File: src/rtl/xsw_pkg.sv
// Shared constants and types for the xswitch output scheduler.
//   NPORT       number of input/output ports
//   AW / DW     per-port address / data width
//   port_idx_t  index of one port (0..NPORT-1)
//   cfg_entry_t one output's address-table entry {en, addr}
package xsw_pkg;
  localparam int NPORT = 8;
  localparam int AW    = 8;
  localparam int DW    = 8;

  typedef logic [2:0] port_idx_t;

  typedef struct packed {
    logic          en;
    logic [AW-1:0] addr;
  } cfg_entry_t;
endpackage

File: src/rtl/xsw_rr_arb.sv
// 8-way round-robin arbiter with its own pointer register.
//   clk, reset : clock, synchronous active-high reset (pointer -> 0)
//   req        : one request bit per input
//   advance    : this output may accept a word this cycle; when low, no grant
//                is issued and the pointer stays put
//   gnt        : one-hot grant (combinational)
//   gnt_idx    : index of the granted input (valid when |gnt)
// Search order is ptr, ptr+1, ..., wrapping; after a grant to input i the
// pointer moves to i+1 so that input has lowest priority next time.
module xsw_rr_arb
  import xsw_pkg::*;
(
  input  logic             clk,
  input  logic             reset,
  input  logic [NPORT-1:0] req,
  input  logic             advance,
  output logic [NPORT-1:0] gnt,
  output port_idx_t        gnt_idx
);

  port_idx_t ptr;
  logic      found;

  always_comb begin
    gnt     = '0;
    gnt_idx = '0;
    found   = 1'b0;
    for (int k = 0; k < NPORT; k++) begin
      if (advance && !found && req[ptr + port_idx_t'(k)]) begin
        found                     = 1'b1;
        gnt[ptr + port_idx_t'(k)] = 1'b1;
        gnt_idx                   = ptr + port_idx_t'(k);
      end
    end
  end

  always_ff @(posedge clk) begin
    if (reset) begin
      ptr <= '0;
    end else if (found) begin
      ptr <= gnt_idx + port_idx_t'(1);
    end
  end

endmodule

File: src/rtl/xsw_out_sched.sv
// Ingress scheduler for the 8-port xswitch.
// Each cycle every requesting input's destination address is looked up in a
// programmable per-output table; each output round-robins among the inputs
// that target it and issues at most one registered push to its FIFO.
//
// Ports:
//   clk, reset            clock, synchronous active-high reset
//   addr_in, data_in      per-input address/data, lane i = [8i +: 8]
//   wr_en / data_rcv      input request / accept (see handshake note below)
//   port_en, port_wr      config strobe; 1 = write, 0 = read
//   port_sel              output select (write: any-hot, read: lowest set bit)
//   port_addr             write payload: [7:0] address, [8] enable
//   cfg_rdata             registered read data {en, addr}
//   fifo_full, fifo_af    per-output FIFO full / almost-full
//   push, push_data       registered per-output FIFO write strobe and data
//   push_src              source input of each push, lane j = [3j +: 3]
//   drop, drop_cnt        registered pulse per dropped word, saturating total
//
// Handshake: wr_en[i] is a valid that the source holds together with stable
// addr/data until data_rcv[i] is seen high in the same cycle; a word moves
// exactly on cycles where wr_en[i] && data_rcv[i]. data_rcv is combinational
// and never asserts without wr_en.
module xsw_out_sched
  import xsw_pkg::*;
#(
  parameter bit DROP_UNMATCHED = 1'b1
) (
  input  logic                clk,
  input  logic                reset,
  input  logic [NPORT*AW-1:0] addr_in,
  input  logic [NPORT*DW-1:0] data_in,
  input  logic [NPORT-1:0]    wr_en,
  output logic [NPORT-1:0]    data_rcv,
  input  logic                port_en,
  input  logic                port_wr,
  input  logic [NPORT-1:0]    port_sel,
  input  logic [15:0]         port_addr,
  output logic [AW:0]         cfg_rdata,
  input  logic [NPORT-1:0]    fifo_full,
  input  logic [NPORT-1:0]    fifo_af,
  output logic [NPORT-1:0]    push,
  output logic [NPORT*DW-1:0] push_data,
  output logic [NPORT*3-1:0]  push_src,
  output logic [NPORT-1:0]    drop,
  output logic [15:0]         drop_cnt
);

  cfg_entry_t       tab [NPORT];
  logic [NPORT-1:0] hit;
  port_idx_t        tgt [NPORT];
  logic [NPORT-1:0] req [NPORT];
  logic [NPORT-1:0] gnt [NPORT];
  port_idx_t        gnt_idx [NPORT];
  logic [NPORT-1:0] eligible;
  logic [NPORT-1:0] accept;
  logic [NPORT-1:0] drop_acc;
  logic [16:0]      drop_sum;
  cfg_entry_t       rd_entry;
  logic             rd_found;
  logic             cfg_unused;

  assign cfg_unused = ^port_addr[15:9];

  // Address decode: lowest enabled output with a matching address wins, so a
  // duplicated address never reaches the higher-index output.
  always_comb begin
    for (int i = 0; i < NPORT; i++) begin
      hit[i] = 1'b0;
      tgt[i] = '0;
      for (int j = 0; j < NPORT; j++) begin
        if (!hit[i] && tab[j].en && tab[j].addr == addr_in[AW*i +: AW]) begin
          hit[i] = 1'b1;
          tgt[i] = port_idx_t'(j);
        end
      end
    end
  end

  always_comb begin
    for (int j = 0; j < NPORT; j++) begin
      req[j] = '0;
      for (int i = 0; i < NPORT; i++) begin
        req[j][i] = wr_en[i] && hit[i] && (tgt[i] == port_idx_t'(j));
      end
    end
  end

  // A push already registered for an almost-full FIFO will fill it, so that
  // output must sit out this cycle as well.
  assign eligible = ~fifo_full & ~(push & fifo_af);

  for (genvar j = 0; j < NPORT; j++) begin : g_arb
    xsw_rr_arb u_arb (
      .clk     (clk),
      .reset   (reset),
      .req     (req[j]),
      .advance (eligible[j]),
      .gnt     (gnt[j]),
      .gnt_idx (gnt_idx[j])
    );
  end

  always_comb begin
    accept = '0;
    for (int j = 0; j < NPORT; j++) begin
      accept = accept | gnt[j];
    end
  end

  assign drop_acc = wr_en & ~hit & {NPORT{DROP_UNMATCHED}};
  assign data_rcv = accept | drop_acc;
  assign drop_sum = {1'b0, drop_cnt} + 17'($countones(drop_acc));

  // Config read returns the lowest selected entry; empty select reads zero.
  always_comb begin
    rd_entry = '0;
    rd_found = 1'b0;
    for (int j = 0; j < NPORT; j++) begin
      if (!rd_found && port_sel[j]) begin
        rd_found = 1'b1;
        rd_entry = tab[j];
      end
    end
  end

  always_ff @(posedge clk) begin
    if (reset) begin
      for (int j = 0; j < NPORT; j++) begin
        tab[j].en   <= 1'b0;
        tab[j].addr <= AW'(j);
      end
      push      <= '0;
      push_data <= '0;
      push_src  <= '0;
      drop      <= '0;
      drop_cnt  <= '0;
      cfg_rdata <= '0;
    end else begin
      for (int j = 0; j < NPORT; j++) begin
        push[j] <= |gnt[j];
        if (|gnt[j]) begin
          push_data[DW*j +: DW] <= data_in[DW*gnt_idx[j] +: DW];
          push_src[3*j +: 3]    <= gnt_idx[j];
        end
        if (port_en && port_wr && port_sel[j]) begin
          tab[j].en   <= port_addr[8];
          tab[j].addr <= port_addr[7:0];
        end
      end
      drop     <= drop_acc;
      drop_cnt <= drop_sum[16] ? 16'hFFFF : drop_sum[15:0];
      if (port_en && !port_wr) begin
        cfg_rdata <= rd_entry;
      end
    end
  end

endmodule

File: config.mk
export PLATFORM = sky130hd
export DESIGN_NAME = xsw_out_sched
export DESIGN_NICKNAME = d
export VERILOG_FILES = /design/src/rtl/xsw_pkg.sv /design/src/rtl/xsw_rr_arb.sv /design/src/rtl/xsw_out_sched.sv
export SDC_FILE = /design/constraint.sdc
export NUM_CORES = 2
export LEC_CHECK = 0
export BUFFER_PORTS_ARGS = -buffer_cell sky130_fd_sc_hd__buf_2
export CORE_MARGIN = 3
export CORE_UTILIZATION = 45
export CTS_CLUSTER_DIAMETER = 50
export DETAILED_ROUTE_END_ITERATION = 10
export HOLD_SLACK_MARGIN = 0.12
export PLACE_DENSITY_LB_ADDON = 0.25
export SETUP_SLACK_MARGIN = 0.4
export SLEW_MARGIN = 20
export SYNTH_ARGS = -nofsm -noshare
export SYNTH_HDL_FRONTEND = slang
export SYNTH_SLANG_ARGS = --single-unit
File: constraint.sdc
create_clock -name clk -period 6.45 [get_ports clk]
set_input_delay 1.29 -clock clk [delete_from_list [all_inputs] [get_ports clk]]
set_output_delay 1.29 -clock clk [all_outputs]
set_load 0.01 [all_outputs]
==> run summary <==
The run finished, with violations left. The final reports fail on negative setup slack. The critical path arrival is 5.66 ns. The most numerous cell type found on the critical path is sky130_fd_sc_hd__buf_4.

Summed over all layers, the routed wires come to 178 mm. The floorplan row count came out at 101. The power density over the cells came out at between 200 and 300 mW/mm2.

The maximum fanout count along the critical path came out at 6. The flip-flop and latch count after synthesis is between 200 and 250. Entering global routing, the biggest net connects 65 pins.

The worst reg2reg path startpoint is tab[0][29]. In this run the power spent charging and discharging nets is between 6 and 7 mW. The worst setup slack before clock tree synthesis came out at -0.670 ns. By area the synthesized netlist is led by sky130_fd_sc_hd__xnor2_1, sky130_fd_sc_hd__mux2i_1, sky130_fd_sc_hd__dfxtp_1.

Of the total power, the clock network draws approximately 14%. The worst setup path is captured at a primary output. The clock drives 225 sinks.

The post-route cell area is 0.0508 mm2. The largest buffer count on any clock path is 3. The number of placed I/O pins came out at about 320.

The count of nets left with antenna violations once routing finished came out at 0. The die extent in x came out at 283 um. The synthesis warning total came out at 0.

The synthesized netlist devotes 24.6% of its cell area to simple gates. The post-route clock period utilization is 108%. Cells with a size suffix above 1 make up 40.4% of the layout. The first global-routing pass estimated 257 mm of wire. In this run, flip-flops and latches consume 12.7% of the power. The internal power is slightly below 8 mW. The final net count came out at 5892. In this run the number of H-tree levels came out at 2. Routability-driven placement finished with a final weighted congestion of around 1.1. The initial cell density of the core is 45.5%. The number of hold-repair buffers added at the cts stage is 0. The category of the critical setup timing path is in2out.

Setup violations remaining at the end of the flow were counted as 32. The data required time at the worst endpoint is 5.16 ns. Buffers placed on the I/O ports in this run total roughly 310. The number of design-rule violations left by the first detailed-router iteration is 5412. The final clock skew is ~0.032 ns. The post-layout worst setup margin came out at -0.500 ns. The count of unresolved DRC violations after routing is 0. The capturing point of the worst reg2reg path is push_data[62]. The cell with the most instances after synthesis is sky130_fd_sc_hd__xnor2_1.

In this run the worst setup path begins at addr_in[31]. IR analysis of the VDD net gives a maximum drop of ~0.34 mV. In the routed layout, each cell is associated on average with a via count of 6.43. Counting both buffers and inverters, the worst setup path holds a total of 8. The first-pass iteration count of the detailed router is 9. The die extent in y is roughly 280 um. The worst min-delay path category is reg2reg. By area, the combinational part of the netlist is dominated by simple AND/OR/NAND/NOR gates. The initial antenna violation count was 3. The fraction of synthesized cell area taken by the top area cell type came out at 12.4%. The proportion of total power due to net switching is a little under half.

Buffers inserted during clock tree synthesis total 38. The clock transition time at the flip-flop clock pins of the worst setup and hold paths is 0.06 ns. The slowest cell on the critical path is sky130_fd_sc_hd__or4_4. The headroom to the max-slew limit is between 30% and 40%.

Summed over all nets, the half-perimeter wirelength after detailed placement is 134 mm. For this run, the total global-route usage over all layers was measured as 41.5%. The total nets after synthesis came out at 4629. The total of fill cells in the finished design came out at ~6500.

The kind of cell with the highest combined delay along the critical path is compound AO/OA/AOI/OAI gates. The residual overflow from global routing came out at 0. After detailed placement, the total cell area comes to approximately 0.045 mm2. Overall power consumption after layout is estimated at 14.8 mW. The number of library cell types mapped by synthesis came out at 145. The relative contribution of combinational cells to total power is about three quarters. Walking the worst path, the cells encountered are buf_8 > buf_12 > buf_4 > xnor2_1 > nand3_1 > or3_1 > a21oi_2 > o22ai_4 > buf_12 > o31ai_4 > a32oi_2 > and2_4 > a21o_1 > and3_4 > buf_6 > a222oi_1 > buf_4 > nand2_1 > o21ai_1 > buf_4 > nand3_2 > or4_4 > buf_6.

The highest clock rate is 144 MHz. The core area came out at 0.0761 mm2. The library cell used as clock root buffer is sky130_fd_sc_hd__clkbuf_16. The length in cells of the worst reg-to-reg path came out at 35.

The clock latency on the worst-skew pair came out at approximately 0.59 ns. The actual slew at the worst max-slew pin came out at 1.02 ns. The sequential-to-total area share from yosys stat is ~15%. The gate count of the mapped netlist is 4382. The number of endpoints with negative hold slack in the final report came out at 0. Across the run, the number of max-cap violations was 0. After Yosys synthesis, full adders, half adders and majority gates account for approximately 2.5% of the synthesized area. Counting flops with an async set or reset pin after synthesis yields a share of 0%.

The area taken by flip-flops and latches came out at between 0.005 and 0.006 mm2. The summed instance area of the synthesized netlist is 0.0346 mm2. The critical path crosses 23 cells after its start point. The final count of pins violating max slew came to 0.

The count of vias placed by the detailed router came out at 43074. The flop-to-flop setup slack is -0.24 ns. Compared with the post-synthesis result, the final layout area differs by 46.8%. For this run, the slowest stage of the critical path takes roughly 0.46 ns.

The wire length per cell after detailed routing is 26.5 um. After synthesis, the mean cell area works out to 7.89 um2. The synthesized-area fraction occupied by xor and xnor cells is 14.2%. The most critical setup path has its endpoint at data_rcv[3]. STA classifies the critical path startpoint as an input pin.

TritonCTS built the clock tree. Measured against the total synthesized area, the mux share comes to 14.7%. By count the netlist is led by sky130_fd_sc_hd__xnor2_1, sky130_fd_sc_hd__nand2_1, sky130_fd_sc_hd__mux2i_1. The leading area contributor after synthesis is sky130_fd_sc_hd__xnor2_1. The multi-input combinational cells in the finished layout cover a total of 0.0299 mm2. The final critical delay including setup and external delays came out at 6.95 ns. The number of global-route vias before repair was ~40000.

Setup repair after global routing could not meet its margin everywhere. The complex-gate fraction of the synthesized area came out at 21.9%. The standby leakage power is ~21 nW. The die covers 0.0802 mm2.

The number of synthesized flops with an enable pin came out at slightly above 70. Among all flip-flop cells after synthesis, the most frequent one is sky130_fd_sc_hd__dfxtp_1.
## registers in the layout, indices dropped and copies added, names as in the netlist
signal	count
drop	8
push	8
tab	72
drop_cnt	16
push_data	64
cfg_rdata	9
g_arb.u_arb.ptr	24
push_src	24
## power by group through the flow
stage / logic, mW / registers (mW) / clock network (mW)
detailed placement: 9.02 / 1.89 / 0
CTS: 9.63 / 1.86 / 2.05
finish: 10.8 / 1.88 / 2.04
global route: 11.4 / 1.88 / 2.11
floorplan: 5.80 / 1.86 / 0
global placement: 8.89 / 1.88 / 0
## cell usage in the layout (no fill, tap or decap), types with 38 or more instances in the layout
| cell type | instances |
|---|---|
| sky130_fd_sc_hd__dfxtp_1 | 153 |
| sky130_fd_sc_hd__clkbuf_16 | 41 |
| sky130_fd_sc_hd__buf_12 | 72 |
| sky130_fd_sc_hd__nand4_1 | 138 |
| sky130_fd_sc_hd__nor2b_1 | 38 |
| sky130_fd_sc_hd__edfxtp_1 | 72 |
| sky130_fd_sc_hd__o21ai_0 | 118 |
| sky130_fd_sc_hd__mux4_2 | 69 |
| sky130_fd_sc_hd__nor2_1 | 277 |
| sky130_fd_sc_hd__inv_1 | 62 |
| sky130_fd_sc_hd__and3_1 | 59 |
| sky130_fd_sc_hd__or3_1 | 47 |
| sky130_fd_sc_hd__buf_4 | 1195 |
| sky130_fd_sc_hd__xnor2_1 | 409 |
| sky130_fd_sc_hd__xnor2_2 | 71 |
| sky130_fd_sc_hd__nand2_1 | 372 |
| sky130_fd_sc_hd__mux2i_1 | 311 |
| sky130_fd_sc_hd__a211oi_1 | 97 |
| sky130_fd_sc_hd__buf_6 | 79 |
| sky130_fd_sc_hd__a21oi_1 | 177 |
| sky130_fd_sc_hd__nand3_1 | 158 |
| sky130_fd_sc_hd__and2_1 | 44 |
| sky130_fd_sc_hd__nor3_1 | 118 |
| sky130_fd_sc_hd__xor2_1 | 62 |
| sky130_fd_sc_hd__buf_2 | 251 |
| sky130_fd_sc_hd__ha_1 | 60 |
## timing repair
| item | CTS | global route |
|---|---|---|
| buffers inserted | 71 | 51 |
| endpoints found under the setup margin | 24 | 67 |
| cloned | 0 | 5 |
| hold endpoints to repair | 0 | 0 |
| gates resized for setup | 300 | 318 |
| pin swaps | 82 | 106 |
## worst min-delay path by stage
stage | start | endpoint | slack [ns] | cells past startpoint
2_1_floorplan | push_data[26] | push_data[26] | 0.47 | 2
3_3_place_gp | push_data[30] | push_data[30] | 0.43 | 2
3_5_place_dp | push_data[29] | push_data[29] | 0.44 | 2
4_1_cts | push_data[26] | push_data[26] | 0.45 | 2
5_1_grt | push_data[39] | push_data[39] | 0.47 | 2
6_report | push_data[26] | push_data[26] | 0.45 | 2
## layer usage
| metal | vias up | global-route usage (%) | routed length [um] |
|---|---|---|---|
| met4 | 8 | 24.8 | 14300 |
| met3 | 836 | 12.5 | 22200 |
| met2 | 2883 | 62.0 | 74100 |
| li1 | 19009 | - | - |
| met5 | - | 0.595 | 115 |
| met1 | 20338 | 52.6 | 66900 |
## kinds of logic after synthesis
logic type      Yosys count
simple gates           1609
xor+xnor                559
compound gates         1026
mux                     417
fa+ha+maj                67
flops                   225
buf+inv                 479
## per-stage QoR
stage	instances	TNS [ns]	utilization, %	hold slack [ns]
after CTS	6647	-2.90	63.9	0.449
after detailed placement	6508	-11.78	59.7	0.442
after floorplan	4382	0	-	0.471
after global placement	6508	-11.15	59.7	0.433
after global routing	6703	-13.23	66.7	0.472
final	6704	-9.16	66.7	0.448
## area by class of cell
class | count | share of cell area (%)
clock inverters | 24 | 0.500
well taps | 1030 | 2.54
repair buffers | 1615 | 25.2
clock buffers | 44 | 1.96
diodes | 1 | 0.00493
inverters | 86 | 0.675
flip-flops and latches | 225 | 10.3
multi-input cells | 3679 | 58.8
## worst min-delay path, delay by kind of cell (launching register included)
family          cells  cell delay (ns)
compound gates      1             0.05
simple gates        1             0.05
flops               1             0.30
Power figures use the tool's default switching activity.
